==> src/rtl/instr_sequencer_if.sv <==
// Program-ROM read port and processor Din/run/Done handshake used by the sequencer.
// master = sequencer side, slave = ROM + processor side.
interface instr_sequencer_if #(
  parameter int ADDR_W = 4
);
  logic              mem_rd_en;
  logic [ADDR_W-1:0] mem_addr;
  logic [8:0]        mem_rdata;
  logic [8:0]        proc_din;
  logic              proc_run;
  logic              proc_done;

  modport master (
    output mem_rd_en, mem_addr, proc_din, proc_run,
    input  mem_rdata, proc_done
  );

  modport slave (
    input  mem_rd_en, mem_addr, proc_din, proc_run,
    output mem_rdata, proc_done
  );
endinterface

==> src/rtl/instr_sequencer.sv <==
// Program sequencer: fetches 9-bit words from a synchronous-read ROM, presents them on
// the processor Din bus with run pulses (two for mvi), and advances on Done.
module instr_sequencer #(
  parameter int ADDR_W  = 4,
  parameter int TIMEOUT = 15
) (
  input  logic              clk,
  input  logic              rst,
  input  logic              start,
  input  logic              stop,
  input  logic [ADDR_W-1:0] prog_len,
  instr_sequencer_if.master bus,
  output logic              busy,
  output logic              halted,
  output logic              error,
  output logic [ADDR_W-1:0] pc,
  output logic [7:0]        instr_cnt
);
  localparam int TW = (TIMEOUT < 2) ? 1 : $clog2(TIMEOUT);

  typedef enum logic [3:0] {
    S_IDLE, S_FETCH, S_LOAD, S_RUN, S_IFETCH, S_ILOAD, S_IRUN, S_WAIT_DONE, S_HALT
  } state_t;

  state_t            state_reg;
  logic [ADDR_W-1:0] pc_reg;
  logic [ADDR_W-1:0] addr_reg;
  logic [7:0]        cnt_reg;
  logic              error_reg;
  logic              rd_en_reg;
  logic              run_reg;
  logic              mvi_reg;
  logic [8:0]        din_reg;
  logic [TW-1:0]     wait_reg;

  logic [2:0]        opcode;
  logic [ADDR_W:0]   imm_addr;
  logic [ADDR_W-1:0] pc_next;

  assign opcode   = bus.mem_rdata[8:6];
  // Widened so the immediate address of the last word compares correctly against prog_len.
  assign imm_addr = {1'b0, pc_reg} + (ADDR_W+1)'(1);
  assign pc_next  = pc_reg + (mvi_reg ? ADDR_W'(2) : ADDR_W'(1));

  always_ff @(posedge clk) begin
    if (rst) begin
      state_reg <= S_IDLE;
      pc_reg    <= '0;
      addr_reg  <= '0;
      cnt_reg   <= '0;
      error_reg <= 1'b0;
      rd_en_reg <= 1'b0;
      run_reg   <= 1'b0;
      mvi_reg   <= 1'b0;
      din_reg   <= '0;
      wait_reg  <= '0;
    end else begin
      rd_en_reg <= 1'b0;
      run_reg   <= 1'b0;
      case (state_reg)
        S_IDLE, S_HALT: begin
          if (start) begin
            pc_reg    <= '0;
            cnt_reg   <= '0;
            error_reg <= 1'b0;
            if (prog_len == '0) begin
              state_reg <= S_HALT;
            end else begin
              state_reg <= S_FETCH;
              rd_en_reg <= 1'b1;
              addr_reg  <= '0;
            end
          end
        end
        S_FETCH: state_reg <= S_LOAD;
        S_LOAD: begin
          mvi_reg <= (opcode == 3'b001);
          if (opcode == 3'b111) begin
            state_reg <= S_HALT;
          end else if (opcode[2] || (opcode == 3'b001 && imm_addr >= {1'b0, prog_len})) begin
            error_reg <= 1'b1;
            state_reg <= S_HALT;
          end else begin
            din_reg   <= bus.mem_rdata;
            state_reg <= S_RUN;
          end
        end
        // run is registered, so Din has been stable a full cycle when the pulse appears.
        S_RUN: begin
          run_reg <= 1'b1;
          if (mvi_reg) begin
            state_reg <= S_IFETCH;
            rd_en_reg <= 1'b1;
            addr_reg  <= pc_reg + ADDR_W'(1);
          end else begin
            state_reg <= S_WAIT_DONE;
            wait_reg  <= '0;
          end
        end
        S_IFETCH: state_reg <= S_ILOAD;
        S_ILOAD: begin
          din_reg   <= bus.mem_rdata;
          state_reg <= S_IRUN;
        end
        S_IRUN: begin
          run_reg   <= 1'b1;
          wait_reg  <= '0;
          state_reg <= S_WAIT_DONE;
        end
        S_WAIT_DONE: begin
          if (bus.proc_done) begin
            if (cnt_reg != 8'hFF) cnt_reg <= cnt_reg + 8'd1;
            pc_reg <= pc_next;
            if (stop || pc_next >= prog_len) begin
              state_reg <= S_HALT;
            end else begin
              state_reg <= S_FETCH;
              rd_en_reg <= 1'b1;
              addr_reg  <= pc_next;
            end
          end else if (wait_reg == TW'(TIMEOUT - 1)) begin
            error_reg <= 1'b1;
            state_reg <= S_HALT;
          end else begin
            wait_reg <= wait_reg + TW'(1);
          end
        end
        default: state_reg <= S_IDLE;
      endcase
    end
  end

  assign bus.mem_rd_en = rd_en_reg;
  assign bus.mem_addr  = addr_reg;
  assign bus.proc_din  = din_reg;
  assign bus.proc_run  = run_reg;
  assign busy          = (state_reg != S_IDLE) && (state_reg != S_HALT);
  assign halted        = (state_reg == S_HALT);
  assign error         = error_reg;
  assign pc            = pc_reg;
  assign instr_cnt     = cnt_reg;
endmodule

==> src/flat_wrapper.sv <==
// flat-port wrapper written by rule: the top's interface ports become plain ports
module instr_sequencer_flat 
#(
  parameter int ADDR_W  = 4,
  parameter int TIMEOUT = 15
)
  (clk, rst, start, stop, prog_len, busy, halted, error, pc, instr_cnt, bus_mem_rd_en, bus_mem_addr, bus_proc_din, bus_proc_run, bus_mem_rdata, bus_proc_done);
  instr_sequencer_if #(.ADDR_W(ADDR_W)) bus_i ();
  input  logic clk;
  input  logic rst;
  input  logic start;
  input  logic stop;
  input  logic [ADDR_W-1:0] prog_len;
  output logic busy;
  output logic halted;
  output logic error;
  output logic [ADDR_W-1:0] pc;
  output logic [7:0] instr_cnt;
  output wire logic [$bits(bus_i.mem_rd_en)-1:0] bus_mem_rd_en;
  output wire logic [$bits(bus_i.mem_addr)-1:0] bus_mem_addr;
  output wire logic [$bits(bus_i.proc_din)-1:0] bus_proc_din;
  output wire logic [$bits(bus_i.proc_run)-1:0] bus_proc_run;
  input wire logic [$bits(bus_i.mem_rdata)-1:0] bus_mem_rdata;
  input wire logic [$bits(bus_i.proc_done)-1:0] bus_proc_done;
  assign bus_mem_rd_en = bus_i.mem_rd_en;
  assign bus_mem_addr = bus_i.mem_addr;
  assign bus_proc_din = bus_i.proc_din;
  assign bus_proc_run = bus_i.proc_run;
  assign bus_i.mem_rdata = bus_mem_rdata;
  assign bus_i.proc_done = bus_proc_done;
  instr_sequencer #(.ADDR_W(ADDR_W), .TIMEOUT(TIMEOUT)) u_core (.clk(clk), .rst(rst), .start(start), .stop(stop), .prog_len(prog_len), .bus(bus_i), .busy(busy), .halted(halted), .error(error), .pc(pc), .instr_cnt(instr_cnt));
endmodule
==> config.mk <==
export PLATFORM = sky130hd
export DESIGN_NAME = instr_sequencer_flat
export DESIGN_NICKNAME = d
export VERILOG_FILES = /design/src/rtl/instr_sequencer_if.sv /design/src/rtl/instr_sequencer.sv /design/src/flat_wrapper.sv
export SDC_FILE = /design/constraint.sdc
export NUM_CORES = 1
export LEC_CHECK = 0
export ABC_AREA = 1
export BUFFER_PORTS_ARGS = -buffer_cell sky130_fd_sc_hd__buf_2
export CORE_MARGIN = 10
export CORE_UTILIZATION = 54
export CTS_CLUSTER_SIZE = 24
export DETAILED_ROUTE_END_ITERATION = 10
export GPL_TIMING_DRIVEN = 0
export PLACE_DENSITY_LB_ADDON = 0.1
export SYNTH_ARGS = -nofsm -noshare
export SYNTH_HDL_FRONTEND = slang
export SYNTH_SLANG_ARGS = --single-unit
==> constraint.sdc <==
create_clock -name clk -period 3.4 [get_ports clk]
set_clock_uncertainty 0.1 [all_clocks]
set_input_delay 0 -clock clk [delete_from_list [all_inputs] [get_ports clk]]
set_output_delay 0 -clock clk [all_outputs]
set_load 0.05 [all_outputs]
Yosys cells after proc, flatten, opt, wreduce, memory -nomap -nowiden
Cells that the tools add are included.

Flip-flop bits (word level): 37. Input bits: 18. Output and inout port bits: 30. Word-level logic and storage cells: 108.

Add/sub/neg operators: 5. Order comparisons: 2. Equality and inequality tests: 27. Mux-type cells: 43. Reduce and logical (&&, ||, !) cells: 21.

Operators by type and width (number): two-way mux 4 bit (17); one-hot mux 4 bit (8 select lines) (1); two-way mux 8 bit (3); one-hot mux 4 bit (3 select lines) (2); two-way mux 9 bit (2); inequality test 2 bit, second input constant (9); one-hot mux 9 bit (2 select lines) (1); equality test 4 x 3 -> 1 bit, second input constant (4); one-hot mux 8 bit (2 select lines) (1); AND reduction 6 bit (2); two-way mux 1 bit (11); nonzero test 3 bit (3); adder 4 x 1 -> 4 bit, second input constant (2); adder 8 x 1 -> 8 bit, second input constant (1); equality test 4 x 2 -> 1 bit, second input constant (2); equality test 4 bit, second input constant (2); logical NOT 4 bit (2); inequality test 2 x 1 -> 1 bit, second input constant (4); inequality test 8 bit, second input constant (1); one-hot mux 4 bit (2 select lines) (1); AND reduction 4 bit (2); one-hot mux 1 bit (3 select lines) (2); AND reduction 3 bit (2); adder 4 x 1 -> 5 bit, second input constant (1); other kinds (15) (20).

Logic depth before layout (Yosys ltp)
Gate-level depths: netlist of run 1.

Word-level depth: 7. Mapped depth: 15. Gate-level depth less buffers: 15.

Least setup slack after synthesis of run 1
No wires, ideal clock.

Kind: register to register. Start: reg u_core.pc_reg[0], in the netlist u_core.pc[0]. End: reg u_core.addr_reg[0], in the netlist u_core.bus.mem_addr[0]. Library setup time: 65 ps. Data arrival time: 2631 ps. Data required time: 3235 ps. Path slack: 604 ps. Cell stages (with the launch flop): 15. Buffers on the path: 0. Period minus slack after synthesis: 2796 ps. Cell sequence: dfxtp_1 ha_1 inv_1 fa_1 xnor2_1 ha_1 nand2_1 inv_1 nand2_1 nand4_1 nor2_1 or2_2 inv_1 nor2_1 nor2_1.

Word-level cells in the longest chain between the ends: 5. Elaborated cells between the ends (all ways): 10. Those cells by class: add/sub: 2; order compare: 1; eq/ne: 1; mux: 4; reduce/logical: 2.

RTL lines: start, declared (RTL line instr_sequencer.sv:26) `logic [ADDR_W-1:0] pc_reg;`; start signal, assigned (RTL line instr_sequencer.sv:113) `pc_reg <= pc_next;`; adder 4 bit (RTL line instr_sequencer.sv:43) `assign pc_next = pc_reg + (mvi_reg ? ADDR_W'(2) : ADDR_W'(1));`; greater-or-equal comparator 4 bit (RTL line instr_sequencer.sv:114) `if (stop || pc_next >= prog_len) begin`; logical OR 1 bit (RTL line instr_sequencer.sv:114); inequality test 2 bit (no line); AND reduction 6 bit (no line); end signal, assigned (RTL line instr_sequencer.sv:94) `addr_reg <= pc_reg + ADDR_W'(1);`; end signal, assigned (RTL line instr_sequencer.sv:119) `addr_reg <= pc_next;`; end, declared (RTL line instr_sequencer.sv:27) `logic [ADDR_W-1:0] addr_reg;`.

Several ways; a longest one is shown, not always the timed one. The select of a mux whose other input is x is not followed. A chain may end at the register's enable or synchronous reset.

Worst setup path in the final report of run 1
Start: reg u_core.pc_reg[0], in the netlist u_core.pc[0]. End: reg u_core.addr_reg[1], in the netlist u_core.bus.mem_addr[1].

Same word-level chain as after synthesis.

==> metrics.md, run 1 <==
| Metric | Value |
|---|---|
| Clock Root Buffer | `clkbuf_8` |
| Post-Layout Cell Count | `430` |
| CP cell instances | `ha_1, inv_1, fa_1, inv_1, ha_1, nand2_1, inv_1, nand2_1, nand4_1, nor2_1, or2_2, inv_1, nor2_1, nor2_1` |
| Synthesized instance count | `315` |
| Total die area | `6860 um2` |
| Most numerous cell in the Yosys netlist | `nand2_1` |
| P per Cell Area | `529 nW/um2` |
| Post-route antenna net violation count | `0` |
| Maximum clock frequency | `0.358 GHz` |
| Setup TNS Final | `0 ns` |
| Synth cell count leaders | `nand2_1 (72), nor2_1 (47), inv_1 (43)` |
| Class of the worst hold path | `in2reg` |
| H-tree levels | `2` |
| Count of different cell masters after synthesis | `32` |
| Synth Register Bits | `37` |
| Starting density of the core | `56.9%` |
| Worst R2R Path Depth | `14` |
| Worst-margin pin slew | `0.568 ns` |
| Via count | `2203` |
| Dpl cell area | `2420 um2` |
| Worst min-delay path startpoint | `start` |
| Sequential share of the synthesized area | `34.8%` |
| Area grow syn2layout | `23.9%` |
| Largest register FFs | `9` |
| Static Leak | `0.00134 uW` |
| GRT Residual Overflow | `0` |
| Initial antenna violation count | `0` |
| Port bufs | `47` |
| Top_reg_cell synth | `dfxtp_1` |
| Final Cycle Share | `82.2%` |
| Post-CTS Hold Fix Bufs | `12` |
| Total track usage | `15.4%` |
| Avg Inst Size Synth | `6.76 um2` |
| PostCTS Resize Cnt | `0` |
| Vias in the first global route | `2060` |
| 1st-iter DRT viols | `184` |
| TritonCTS Buffers | `5` |
| Synthesized area | `2130 um2` |
| RR Endpoint | `u_core.bus.mem_addr[1]` |
| Layout cells sized above 1 | `17.8%` |
| CP Max Fanout | `7` |
| Critical Path End | `u_core.bus.mem_addr[1]` |
| Die Ht | `82.8 um` |
| DRC errors left | `0` |
| Placed Cells incl. Taps | `410` |
| Warnings, synthesis | `0` |
| Crit path launch | `u_core.pc[0]` |
| Endpoints failing hold | `0` |
| R2r setup slk | `0.61 ns` |
| Nets | `414` |
| Unrepaired setup endpoints after global routing | `no` |
| Die outline width | `82.8 um` |
| DRT Pass-1 Iters | `5` |
| Ports | `48` |
| CP max-delay cell | `fa_1` |
| Design Area, Final | `2640 um2` |
| Post-route minimum period | `2.79 ns` |
| Drt total wl | `5.53 mm` |
| Async set-reset flop share out of synthesis | `0%` |
| Clock slew at reported path FFs | `0.08 ns` |
| CP most frequent cell | `inv_1` |
| Global-route wire length before repair | `9.25 mm` |
| Slew Viols, Final | `0` |
| Peak supply drop | `394 uV` |
| Worst R2R Start | `u_core.pc[0]` |
| Worst setup SP type | `flip-flop` |
| Routed wire length per instance | `12.9 um` |
| Critical Path AT | `2.93 ns` |
| Post-synth top area cell | `dfxtp_1` |
| N_diodes | `0` |
| Status | `finished, final reports clean` |
| Clock Tree Buf Depth | `2` |
| Worst Path Required | `3.54 ns` |
| Register area | `741 um2` |
| CP peak stage delay | `0.50 ns` |
| Sink Count | `37` |
| Synthesized Nets | `348` |
| DR vias/cell | `5.12` |
| Setup Fix Bufs, Post-CTS | `0` |
| Clk_lat worst skew | `0.30 ns` |
| Largest net degree at the start of global routing | `15` |
| Area of the multi-input gates | `1190 um2` |
| Final setup vio count | `0` |
| Post-detail-place hpwl | `4.21 mm` |
| Top cells by area, synth | `dfxtp_1 (35%), nand2_1 (13%), nor2_1 (8.3%)` |
| Worst slew margin | `62.2%` |
| TritonCTS clock tree | `built` |
| Post-synth EDFFs | `0` |
| Crit Path Class | `reg2reg` |
| Fill cells | `332` |
| GPL Wtd Cong | `0.945` |
| Total core area | `3740 um2` |
| Max-cap violation count | `0` |
| Critical path endpoint category | `flip-flop` |
| Top-area cell type share of the netlist area | `34.8%` |
| Rows | `22` |
## worst min path at each step
stage,end,slack (ns),cells after the start
6_report,u_core.state_reg[3],0.07,6
5_1_grt,u_core.state_reg[3],0.10,6
4_1_cts,u_core.state_reg[3],0.06,6
3_5_place_dp,u_core.pc[0],0.12,2
3_3_place_gp,u_core.pc[0],0.12,2
2_1_floorplan,u_core.pc[0],-0.03,1
## layout by cell type (no fill, tap or decap), types with 2 or more instances in the layout
cell           instances
inv_1                 43
xor2_1                 4
or2_2                  2
nand2_2                2
clkbuf_1               3
nor2_1                47
xnor2_1                3
clkbuf_8               5
buf_2                 47
nand4_1                3
inv_2                  3
a21oi_1               22
dfxtp_1               37
dlygate4sd3_1         12
ha_1                  14
a31oi_1                2
o22ai_1                2
o21ai_0               20
nand2_1               72
nor3_1                 4
o21ai_1                2
nand3_1               17
## power by group
| group | switching (uW) | internal (uW) |
|---|---|---|
| clock network | 178 | 148 |
| logic | 396 | 154 |
| registers | 36.1 | 483 |
| total | 610 | 785 |
## cell families (layout without fill, tap and decap cells)
kind of cell	after synthesis	in the layout	synth area share, %
adder cells (fa/ha/maj)	15	15	9.17
AO/OA/AOI/OAI	50	50	12.3
buffers and inverters	51	118	9.52
flip-flops	37	37	34.8
XOR/XNOR	7	7	2.88
AND/OR/NAND/NOR	155	155	31.3
## critical path, delay by kind of cell (launching register included)
family	cells	cell delay (ns)
adders and majority gates	3	1.03
and+or+nand+nor	7	0.79
DFF	1	0.49
buffers and inverters	4	0.34
## area by class of cell
type	count	area share (%)
clock inverters	3	0.948
repair buffers	59	13.5
plain buffers	5	1.14
well taps	48	2.28
inverters	46	6.54
clock buffers	5	2.61
flip-flops and latches	37	28.1
multi-input cells	227	45.0
## stage by stage
step | setup slack (ns) | util, % | hold WS, ns | power (uW)
finish | 0.606 | 70.5 | 0.0679 | 1400
global route | 0.411 | 70.5 | 0.103 | 1470
CTS | 0.611 | 70.5 | 0.0641 | 1390
detailed placement | 0.635 | 64.8 | 0.121 | 1070
global placement | 0.696 | 64.8 | 0.119 | 1060
floorplan | 0.604 | - | -0.0309 | 936
## metal layers
metal	wire (um)	track usage (%)
met5	0	0
met4	70	4.46
met3	431	5.96
met2	2630	25.6
met1	2400	17.7
No activity file was read; power rests on OpenSTA's default activity.
==> run 2: changes to the inputs <==
--- a/config.mk
+++ b/config.mk
@@ -5,10 +5,10 @@
 export SDC_FILE = /design/constraint.sdc
 export NUM_CORES = 1
 export LEC_CHECK = 0
-export ABC_AREA = 1
+export ABC_AREA = 0
 export BUFFER_PORTS_ARGS = -buffer_cell sky130_fd_sc_hd__buf_2
 export CORE_MARGIN = 10
-export CORE_UTILIZATION = 54
+export CORE_UTILIZATION = 49
 export CTS_CLUSTER_SIZE = 24
 export DETAILED_ROUTE_END_ITERATION = 10
 export GPL_TIMING_DRIVEN = 0
==> constraint.sdc (replaced) <==
create_clock -name clk -period 2.2 [get_ports clk]
set_clock_uncertainty 0.1 [all_clocks]
set_input_delay 0 -clock clk [delete_from_list [all_inputs] [get_ports clk]]
set_output_delay 0 -clock clk [all_outputs]
set_load 0.05 [all_outputs]
==> metrics.md, run 2 <==
| Metric | Value |
|---|---|
| Hold depth | `3 (-3)` |
| Top cells by area, synth | `dfxtp_1 (33%), ha_1 (7.8%), nand2_1 (5.4%)` |
| Static Leak | `0.00129 uW (-3.7%)` |
| Synth Register Bits | `37 (unchanged)` |
| Port bufs | `45 (-4.3%)` |
| Sink Count | `37 (unchanged)` |
| Largest family of logic cells by synthesized area | `compound AO/OA/AOI/OAI gates` |
| Post-route antenna net violation count | `0 (unchanged)` |
| Cell count along the critical path | `11 (-3)` |
| Final setup vio count | `17 (+17)` |
| Post-detail-place hpwl | `4.42 mm (+4.9%)` |
| Post-place setup slack | `-0.616 ns (-1.25 ns)` |
| Crit Path Class | `reg2reg` |
| Global-route wire length before repair | `10.1 mm (+9.0%)` |
| DRC errors left | `0 (unchanged)` |
| Worst-margin pin slew | `0.620 ns (+0.0522 ns)` |
| DR vias/cell | `5.62 (+9.7%)` |
| Post-Layout Cell Count | `393 (-8.6%)` |
| Starting density of the core | `51.0% (-5.9 points)` |
| H-tree levels | `2 (unchanged)` |
| Sequential share of the synthesized area | `33.1% (-1.6 points)` |
| Die Ht | `87.5 um (+5.7%)` |
| Clk_lat worst skew | `0.28 ns (-0.02 ns)` |
| Hold Path Sink | `u_core.pc[3]` |
| Total core area | `4380 um2 (+17%)` |
| Initial antenna violation count | `0 (unchanged)` |
| Worst min-delay path startpoint | `bus_proc_done` |
| Final worst setup slack | `-0.575 ns (-1.18 ns)` |
| Slew Viols, Final | `0 (unchanged)` |
| Commonest non-fill, non-tap cell in the layout | `buf_2` |
| GRT Residual Overflow | `0 (unchanged)` |
| Ports | `48 (unchanged)` |
| Simple-Gate Fraction of Synth Area | `20.8% (-11 points)` |
| CP Max Fanout | `3 (-4)` |
| Total track usage | `15.9% (+0.57 points)` |
| Worst R2R Path Depth | `11 (-3)` |
| Post-synth EDFFs | `0 (unchanged)` |
| Clock slew at reported path FFs | `0.07 ns (about the same)` |
| Failing checks | `negative setup slack` |
| Drt total wl | `6.36 mm (+15%)` |
| Layout cells sized above 1 | `35.5% (+18 points)` |
| R2r setup slk | `-0.58 ns (-1.18 ns)` |
| Via count | `2208 (+0.23%)` |
| Compound-cell area share of the yosys netlist | `20.8% (+8.4 points)` |
| Synth Area in XOR/XNOR | `5.10% (+2.2 points)` |
| Total die area | `7660 um2 (+12%)` |
| Top_reg_cell synth | `dfxtp_1` |
| Vias in the first global route | `2161 (+4.9%)` |
| 1st-iter DRT viols | `211 (+15%)` |
| Warnings, synthesis | `0 (unchanged)` |
| Placed Cells incl. Taps | `360 (-12%)` |
| Synthesized Nets | `296 (-15%)` |
| Peak supply drop | `446 uV (+13%)` |
| Worst slew margin | `58.4% (-3.8 points)` |
| Crit path max-delay family | `adder cells` |
| Maximum clock frequency | `0.360 GHz (+0.68%)` |
| Most numerous cell in the Yosys netlist | `dfxtp_1` |
| CP max-delay cell | `fa_2` |
| Dpl cell area | `2560 um2 (+5.8%)` |
| N_diodes | `0 (unchanged)` |
| DRT Pass-1 Iters | `6 (+1)` |
| Class of the worst hold path | `in2reg` |
| Area grow syn2layout | `36.6%` |
| Design Area, Final | `3050 um2 (+16%)` |
| Rows | `24 (+9.1%)` |
| Clock Root Buffer | `clkbuf_8` |
| TritonCTS Buffers | `5 (unchanged)` |
| Max-cap violation count | `0 (unchanged)` |
| CP peak stage delay | `0.53 ns (+0.03 ns)` |
| Final Cycle Share | `126% (+44 points)` |
| Count of different cell masters after synthesis | `54 (+69%)` |
| Worst Path Required | `2.28 ns (-1.26 ns)` |
| Async set-reset flop share out of synthesis | `0% (unchanged)` |
| Critical Path AT | `2.85 ns (-0.08 ns)` |
| Nets | `374 (-9.7%)` |
| Synth cell count leaders | `dfxtp_1 (37), nand2_1 (32), nor2_1 (25)` |
| P per Cell Area | `761 nW/um2 (+44%)` |
| Final core area utilization | `69.6% (-0.88 points)` |
| Routed wire length per instance | `16.2 um (+26%)` |
| RR Endpoint | `u_core.state_reg[0]` |
| Avg Inst Size Synth | `8.50 um2 (+26%)` |
| Post-route minimum period | `2.78 ns (-0.0189 ns)` |
| TritonCTS clock tree | `built` |
| GPL Wtd Cong | `0.874 (-7.6%)` |
| CP cell instances | `inv_4, ha_4, inv_2, fa_2, inv_2, ha_4, or4_4, a21o_1, a21oi_2, a211oi_2, a311oi_2` |
| Synthesized area | `2230 um2 (+4.9%)` |
| Most frequent cells in the layout | `buf_2 (47), dfxtp_1 (33), nand2_1 (31)` |
| Post-synth top area cell | `dfxtp_1` |
| Die outline width | `87.5 um (+5.7%)` |
| Largest net degree at the start of global routing | `11 (-4)` |
| Status | `finished, violations left` |
| Largest register FFs | `9 (unchanged)` |
| Worst R2R Start | `u_core.mvi_reg` |
| Total Power | `2320 uW (+67%)` |
| Worst setup SP type | `flip-flop` |
| Endpoints failing hold | `0 (unchanged)` |
| Adder-Cell Fraction of Synth Area | `8.73% (-0.43 points)` |
| Post-synthesis mux area share | `4.48% (+4.5 points)` |
| Unrepaired setup endpoints after global routing | `yes` |
| Critical path endpoint category | `flip-flop` |
| Worst path bufs/invs | `3 (-1)` |
| Clock Tree Buf Depth | `2 (unchanged)` |
| Top-area cell type share of the netlist area | `33.1% (-1.6 points)` |
| Synthesized instance count | `263 (-17%)` |
run 2: cell count changes after synthesis, moves of 9 or more:
cell,previous run,this run
nand2_1,72,32
o21ai_0,20,7
inv_1,43,19
nand3_1,17,7
xnor2_1,3,12
mux2i_1,0,10
nor2_1,47,25
run 2: worst max-delay path by stage:
stage | startpoint | endpoint | slack (ns)
finish | u_core.mvi_reg | u_core.state_reg[0] | -0.58
floorplan | u_core.pc[0] | u_core.bus.mem_addr[3] | -0.40
CTS | u_core.mvi_reg | u_core.bus.mem_addr[3] | -0.52
detailed placement | u_core.mvi_reg | u_core.bus.mem_addr[3] | -0.62
global placement | u_core.mvi_reg | u_core.bus.mem_addr[3] | -0.59
global route | u_core.mvi_reg | u_core.state_reg[0] | -0.63
run 2: worst reg2reg max path, stage by stage (launching register included):
cell	delay (ns)
dfxtp_4	0.37
inv_4	0.07
ha_4	0.13
inv_2	0.03
fa_2	0.53
inv_2	0.06
ha_4	0.15
or4_4	0.50
a21o_1	0.18
a21oi_2	0.17
a211oi_2	0.07
a311oi_2	0.32
run 2: final cells by class:
cell class              instances  area (um2)
plain buffers                  11        80.1
multi-input cells             195        1520
inverters                      19        73.8
fillers                       339        1330
repair buffers                 72         475
well taps                      52        65.1
clock buffers                   7        86.3
flip-flops and latches         37         756
run 2: cell families (layout without fill, tap and decap cells):
logic type | Yosys count | count (layout)
flops | 37 | 37
simple gates | 94 | 94
mux | 10 | 10
buf+inv | 31 | 109
compound gates | 63 | 63
fa+ha+maj | 15 | 15
xor+xnor | 13 | 13
run 2: routing by layer:
metal / track usage [%] / vias up / wire length [um]
li1: - / 1081 / -
met1: 19.8 / 1011 / 2700
met2: 25.0 / 95 / 2900
met3: 5.48 / 21 / 627
met4: 5.51 / 0 / 137
met5: 0 / - / 0
run 2: power breakdown:
group	leakage [uW]	internal [uW]	switching [uW]
combinational	0.000939	379	685
clock	0.0000443	248	221
sequential	0.000303	741	49.0
total	0.00129	1370	955
run 2: stage by stage:
step / hold slack, ns / setup TNS, ns
3_3_place_gp: 0.146 / -4.59
6_report: 0.0701 / -3.80
3_5_place_dp: 0.154 / -4.81
4_1_cts: 0.0751 / -3.12
5_1_grt: 0.106 / -5.46
2_1_floorplan: 0.0388 / -2.40
run 2: repair_timing:
action | 4_1_cts | 5_1_grt
setup endpoints to repair | 18 | 18
pin swaps | 5 | 11
setup buffers | 13 | 3
hold buffers | 11 | 0
hold endpoints to repair | 17 | 0
resized for setup | 15 | 20
